File: config.mk
export PLATFORM = sky130hd
export DESIGN_NAME = output_writer
export DESIGN_NICKNAME = d
export VERILOG_FILES = /design/src/rtl/output_writer_pkg.sv /design/src/rtl/row_fifo.sv /design/src/rtl/output_writer.sv
export SDC_FILE = /design/constraint.sdc
export NUM_CORES = 2
export LEC_CHECK = 0
export BUFFER_PORTS_ARGS = -buffer_cell sky130_fd_sc_hd__buf_4
export CORE_ASPECT_RATIO = 0.6
export CORE_MARGIN = 10
export CORE_UTILIZATION = 60
export CTS_CLUSTER_DIAMETER = 50
export DETAILED_ROUTE_END_ITERATION = 12
export HOLD_SLACK_MARGIN = 0.03
export PLACE_DENSITY = 0.78
export SYNTH_ARGS = -nofsm -noshare
export SYNTH_HDL_FRONTEND = slang
export SYNTH_HIERARCHICAL = 1
export SYNTH_SLANG_ARGS = --single-unit
File: constraint.sdc
create_clock -name clk -period 11.5 [get_ports clk]
set_clock_uncertainty 0.1 [all_clocks]
set_input_delay 1.15 -clock clk [delete_from_list [all_inputs] [get_ports clk]]
set_output_delay 1.15 -clock clk [all_outputs]
set_load 0.01 [all_outputs]
File: src/rtl/output_writer_pkg.sv
// Shared definitions for the output_writer block: FSM state encoding, the
// default output-region base address, and a small width helper.
package output_writer_pkg;

  typedef enum logic [1:0] {
    IDLE  = 2'd0,
    WRITE = 2'd1,
    DONE  = 2'd2
  } state_t;

  localparam logic [31:0] DEFAULT_OUTPUT_BASE = 32'h0000_3000;

  // Bits needed to index n items; never less than one bit.
  function automatic int idx_width(input int n);
    return (n > 1) ? $clog2(n) : 1;
  endfunction

endpackage

File: src/rtl/row_fifo.sv
// Row FIFO: one entry per output row. Pointers wrap at DEPTH, which need not
// be a power of two. Besides the head it exposes the entry behind the head so
// the writer can start the next row at the same edge that pops the current one.
module row_fifo
  import output_writer_pkg::*;
#(
  parameter int WIDTH = 160,
  parameter int DEPTH = 20
) (
  input  logic                       clk,
  input  logic                       rst,
  input  logic                       push,
  input  logic                       pop,
  input  logic [WIDTH-1:0]           din,
  output logic [WIDTH-1:0]           head,
  output logic [WIDTH-1:0]           next_head,
  output logic                       full,
  output logic                       empty,
  output logic [$clog2(DEPTH+1)-1:0] count
);

  localparam int PW = idx_width(DEPTH);
  localparam int CW = $clog2(DEPTH + 1);

  logic [WIDTH-1:0] mem [DEPTH];
  logic [PW-1:0]    wr_ptr;
  logic [PW-1:0]    rd_ptr;
  logic             do_push;
  logic             do_pop;

  function automatic logic [PW-1:0] ptr_inc(input logic [PW-1:0] p);
    return (p == PW'(DEPTH - 1)) ? '0 : p + 1'b1;
  endfunction

  assign full      = (count == CW'(DEPTH));
  assign empty     = (count == '0);
  assign do_pop    = pop && !empty;
  assign do_push   = push && (!full || do_pop);
  assign head      = mem[rd_ptr];
  assign next_head = mem[ptr_inc(rd_ptr)];

  // Storage array write.
  // NOTE: the data array is deliberately not reset; occupancy is tracked by
  // the pointers and count, so stale contents are never observed.
  always_ff @(posedge clk) begin
    if (do_push) mem[wr_ptr] <= din;
  end

  // Pointer and occupancy bookkeeping.
  always_ff @(posedge clk or negedge rst) begin
    if (!rst) begin
      wr_ptr <= '0;
      rd_ptr <= '0;
      count  <= '0;
    end else begin
      if (do_push) wr_ptr <= ptr_inc(wr_ptr);
      if (do_pop)  rd_ptr <= ptr_inc(rd_ptr);
      case ({do_push, do_pop})
        2'b10:   count <= count + 1'b1;
        2'b01:   count <= count - 1'b1;
        default: count <= count;
      endcase
    end
  end

endmodule

File: src/rtl/output_writer.sv
// output_writer: captures valid rows from the systolic array into a row FIFO
// and serialises them as single-word writes at OUTPUT_BASE + row*K + col.
// Optional feature macro: OUTPUT_WRITER_RELU_EN clamps negative words to zero
// at the output register (latency unchanged).
module output_writer
  import output_writer_pkg::*;
#(
  parameter int                    M           = 20,
  parameter int                    K           = 5,
  parameter int                    DATA_WIDTH  = 32,
  parameter int                    ADDR_WIDTH  = 32,
  parameter logic [ADDR_WIDTH-1:0] OUTPUT_BASE = ADDR_WIDTH'(DEFAULT_OUTPUT_BASE),
  parameter int                    FIFO_DEPTH  = 20
) (
  input  logic                    clk,
  input  logic                    rst,
  input  logic [DATA_WIDTH*K-1:0] Y,
  input  logic                    valid,
  output logic [ADDR_WIDTH-1:0]   addr_wr,
  output logic [DATA_WIDTH-1:0]   data_wr,
  output logic                    mem_wr_en,
  output logic                    done,
  output logic                    overflow
);

  localparam int RW    = $clog2(M + 1);
  localparam int COL_W = idx_width(K);
  localparam int CNT_W = $clog2(FIFO_DEPTH + 1);
  localparam int ROW_BITS = DATA_WIDTH * K;

  state_t             state;
  logic [COL_W-1:0]   col;
  logic [RW-1:0]      row;
  logic [RW-1:0]      rows_in;

  logic [ROW_BITS-1:0] f_head;
  logic [ROW_BITS-1:0] f_next;
  logic                f_full;
  logic                f_empty;
  logic [CNT_W-1:0]    f_count;

  logic                push;
  logic                pop;
  logic                drop;
  logic                accept_ok;
  logic                last_col;
  logic                last_row;

  logic                  issue;
  logic [ROW_BITS-1:0]   issue_src;
  logic [COL_W-1:0]      issue_col;
  logic [RW-1:0]         issue_row;
  logic [DATA_WIDTH-1:0] issue_word;
  logic [DATA_WIDTH-1:0] issue_data;
  logic [ADDR_WIDTH-1:0] issue_addr;

  row_fifo #(
    .WIDTH (ROW_BITS),
    .DEPTH (FIFO_DEPTH)
  ) u_row_fifo (
    .clk       (clk),
    .rst       (rst),
    .push      (push),
    .pop       (pop),
    .din       (Y),
    .head      (f_head),
    .next_head (f_next),
    .full      (f_full),
    .empty     (f_empty),
    .count     (f_count)
  );

  assign last_col  = (col == COL_W'(K - 1));
  assign last_row  = (row == RW'(M - 1));
  // The head row leaves the FIFO on the edge that issues nothing more from it.
  assign pop       = (state == WRITE) && last_col;
  assign accept_ok = valid && (rows_in < RW'(M));
  assign push      = accept_ok && (!f_full || pop);
  assign drop      = accept_ok && f_full && !pop;

  // Choose the word (if any) to load into the output registers at the next edge.
  always_comb begin
    // NOTE: every signal gets a default here so no path leaves one unassigned,
    // which would otherwise infer a latch.
    issue     = 1'b0;
    issue_src = f_head;
    issue_col = '0;
    issue_row = row;
    case (state)
      IDLE: issue = !f_empty;
      WRITE: begin
        if (!last_col) begin
          issue     = 1'b1;
          issue_col = col + 1'b1;
        end else if (!last_row && (f_count > CNT_W'(1))) begin
          issue     = 1'b1;
          issue_src = f_next;
          issue_row = row + 1'b1;
        end
      end
      default: issue = 1'b0;
    endcase
    issue_word = issue_src[int'(issue_col)*DATA_WIDTH +: DATA_WIDTH];
`ifdef OUTPUT_WRITER_RELU_EN
    issue_data = issue_word[DATA_WIDTH-1] ? '0 : issue_word;
`else
    issue_data = issue_word;
`endif
    issue_addr = OUTPUT_BASE
               + ADDR_WIDTH'(issue_row) * ADDR_WIDTH'(K)
               + ADDR_WIDTH'(issue_col);
  end

  // Writer FSM, counters, sticky flags and registered memory-port outputs.
  always_ff @(posedge clk or negedge rst) begin
    if (!rst) begin
      state     <= IDLE;
      col       <= '0;
      row       <= '0;
      rows_in   <= '0;
      addr_wr   <= '0;
      data_wr   <= '0;
      mem_wr_en <= 1'b0;
      done      <= 1'b0;
      overflow  <= 1'b0;
    end else begin
      // NOTE: non-blocking assignments so every register samples pre-edge
      // values, independent of statement order.
      if (push) rows_in  <= rows_in + 1'b1;
      if (drop) overflow <= 1'b1;

      mem_wr_en <= issue;
      if (issue) begin
        addr_wr <= issue_addr;
        data_wr <= issue_data;
        col     <= issue_col;
      end

      case (state)
        IDLE: begin
          if (!f_empty) state <= WRITE;
        end
        WRITE: begin
          if (last_col) begin
            row <= row + 1'b1;
            if (last_row) begin
              state <= DONE;
              done  <= 1'b1;
            end else if (!issue) begin
              state <= IDLE;
            end
          end
        end
        DONE:    state <= DONE;
        default: state <= IDLE;
      endcase
    end
  end

endmodule
==> results.toml <==
[grt]
antenna_found_initial = 53
grt_first_pass_wirelength_microns = 571200
first_global_vias = 75263
track_usage = 0.3206
grt_max_degree = 141
gr-total-overflow = 0

[placement]
dp.final_hpwl_microns = 211000
gp_congestion = 0.8425
io_buffers = 207
placed_area_sq_mm = 0.1421

[clock_network]
ctsResizeCount = 0
cts_tree = "yes"
cts_hold_buf = 0
cts_buffers = 296
root_buffer = "clkbuf_16"
clock_sinks = 3274
clk_latency_ps = 850
path_clk_slew_ps = 70
ctsLongestPathBuffers = 4
htreeDepth = 5
cts_setup_buffers = 0

[sta]
finalCritPeriodShare = 0.5475
drv_slew = 0
grt_setup_unrepaired = "false"
period_needed_ps = 6296
finalHoldViolations = 0
fmax_mhz = 158.8
fin_tns_setup_ps = 0
setup_viol = 0
tightest_slew_ps = 1251
holdWs_ps = 255.3
relSlewSlack = 0.1638

[pwr]
powerDensity_mw_per_mm2 = 248.3
finalPower_mw = 37.72
peakVddDrop_v = 0.0003410
p_leak_nw = 47.80

[finish]
areaGrowthSynthToFinish_pct = 10.32
drive_above_1_share = 0.3115
fin_nets = 6990
fillers = 14017
fin_area_sq_mm = 0.1519

[floorplan]
initial_core_util = 0.6021
die_width_microns = 638.4
die_area_sq_mm = 0.2497
io_pins = 230
dieHeight_microns = 391.1
coreArea_sq_mm = 0.2287
rows = 136

[logic_synthesis]
ys_warn_count = 6
syn-cell-area_sq_mm = 0.1377
synth.avg_cell_area_sq_um = 20.47
synth_cells = 6727

[run]
maxCapViolations = 0

[setup_path]
cp.arrival_ps = 6900
slowest_delay_ps = 950
end_kind = "flip-flop"
crit_slowest_cell = "dfrtp_4"
cp.required_ps = 12100
crit_path_cell_trace = "buf_4 > buf_4 > buf_4 > buf_4 > mux4_2 > mux4_2 > mux2_2 > nand2_1 > and3_1 > o31ai_2"
rr_worst_depth = 10
cp-start-kind = "flip-flop"
critPathKind = "reg -> reg"
crit_fanout = 68
crit_top_cell = "buf_4"

[detailed_routing]
wire_per_inst_microns = 39.90
ant_nets = 0
drtPass1Iterations = 6
finalWirelength_microns = 402500
drc = 0
via_per_inst = 7.471
vias = 75355
drtIter0Drc = 12495

[min_path]
hold_class = "in -> async"

[outcome]
outcome = "completed"
state kept, by name, summed over array words and instances, names as in the netlist:
register           cells
addr_wr                9
col                    3
data_wr               32
done                   1
mem_wr_en              1
overflow               1
row                    5
rows_in                5
state                  2
u_row_fifo/count       5
u_row_fifo/mem      3200
u_row_fifo/rd_ptr      5
u_row_fifo/wr_ptr      5
per-layer routing:
layer  global-route usage  vias up  part of all wire
met5                    0        -           0.00049
met4               0.1407       30             0.050
met3               0.1162     1150              0.16
met2               0.4644     6828              0.44
met1               0.4448    39016              0.34
li1                     -    28331                 -
final timing paths:
check                                           from                    to  slack, ps
worst max-delay path            u_row_fifo/rd_ptr[0]           data_wr[31]       5200
worst min-delay path                             rst  u_row_fifo/wr_ptr[4]        260
worst max register to register  u_row_fifo/rd_ptr[0]           data_wr[31]       5200
worst min register to register            rows_in[4]            rows_in[4]        370
max in group asynchronous                        rst  u_row_fifo/rd_ptr[4]       9460
min in group clk                          rows_in[4]            rows_in[4]        370
report_power, final:
group / internal, mW / switching, mW / total [mW]
registers: 13.7 / 0.395 / 14.1
clock network: 5.77 / 4.39 / 10.2
logic: 5.67 / 7.83 / 13.5
total: 25.1 / 12.6 / 37.7
through the flow:
stage / setup slack, ps / utilization / std cells
final: 5204 / 0.6642 / 10086
after global routing: 5188 / 0.6641 / 10080
after CTS: 5436 / 0.6639 / 10059
after detailed placement: 5434 / 0.6213 / 9537
after global placement: 5517 / 0.6213 / 9537
after floorplan: 1957 / - / 6748
critical path, delay by kind of cell, from the launching register on:
family | cells | cell delay (ps)
muxes | 3 | 1190
buffers and inverters | 4 | 3280
AOI/OAI and AO/OA | 1 | 90
DFF | 1 | 950
and+or+nand+nor | 2 | 290
final cells by class:
type / count / area [sq um] / share of cell area
sequential: 3274 / 97960 / 0.6449
multi-input combinational: 2784 / 37040 / 0.2438
clock buffer: 380 / 8138 / 0.05357
tap: 3036 / 3799 / 0.02501
timing repair buffer: 360 / 2965 / 0.01952
clock inverter: 142 / 1617 / 0.01064
inverter: 83 / 321.6 / 0.002117
antenna: 27 / 67.56 / 0.0004448
placed cells by master, fill, tap and decap left out, types with 17 or more instances in the layout:
cell / n
a21oi_1: 43
a221o_1: 30
a32o_1: 64
and3_1: 64
buf_12: 21
buf_4: 339
bufinv_16: 33
clkbuf_1: 56
clkbuf_16: 308
clkinv_1: 40
clkinv_2: 40
conb_1: 22
dfrtp_1: 70
diode_2: 27
edfxtp_1: 3200
ha_1: 25
inv_1: 79
mux2_2: 165
mux2i_1: 67
mux4_2: 1152
nand2_1: 359
nand3_1: 252
nor2_1: 71
nor2_4: 24
o2111ai_1: 64
o21a_1: 33
o21ai_0: 145
o311ai_1: 62
o31ai_2: 31
xnor2_1: 17
Power figures use the tool's default switching activity.
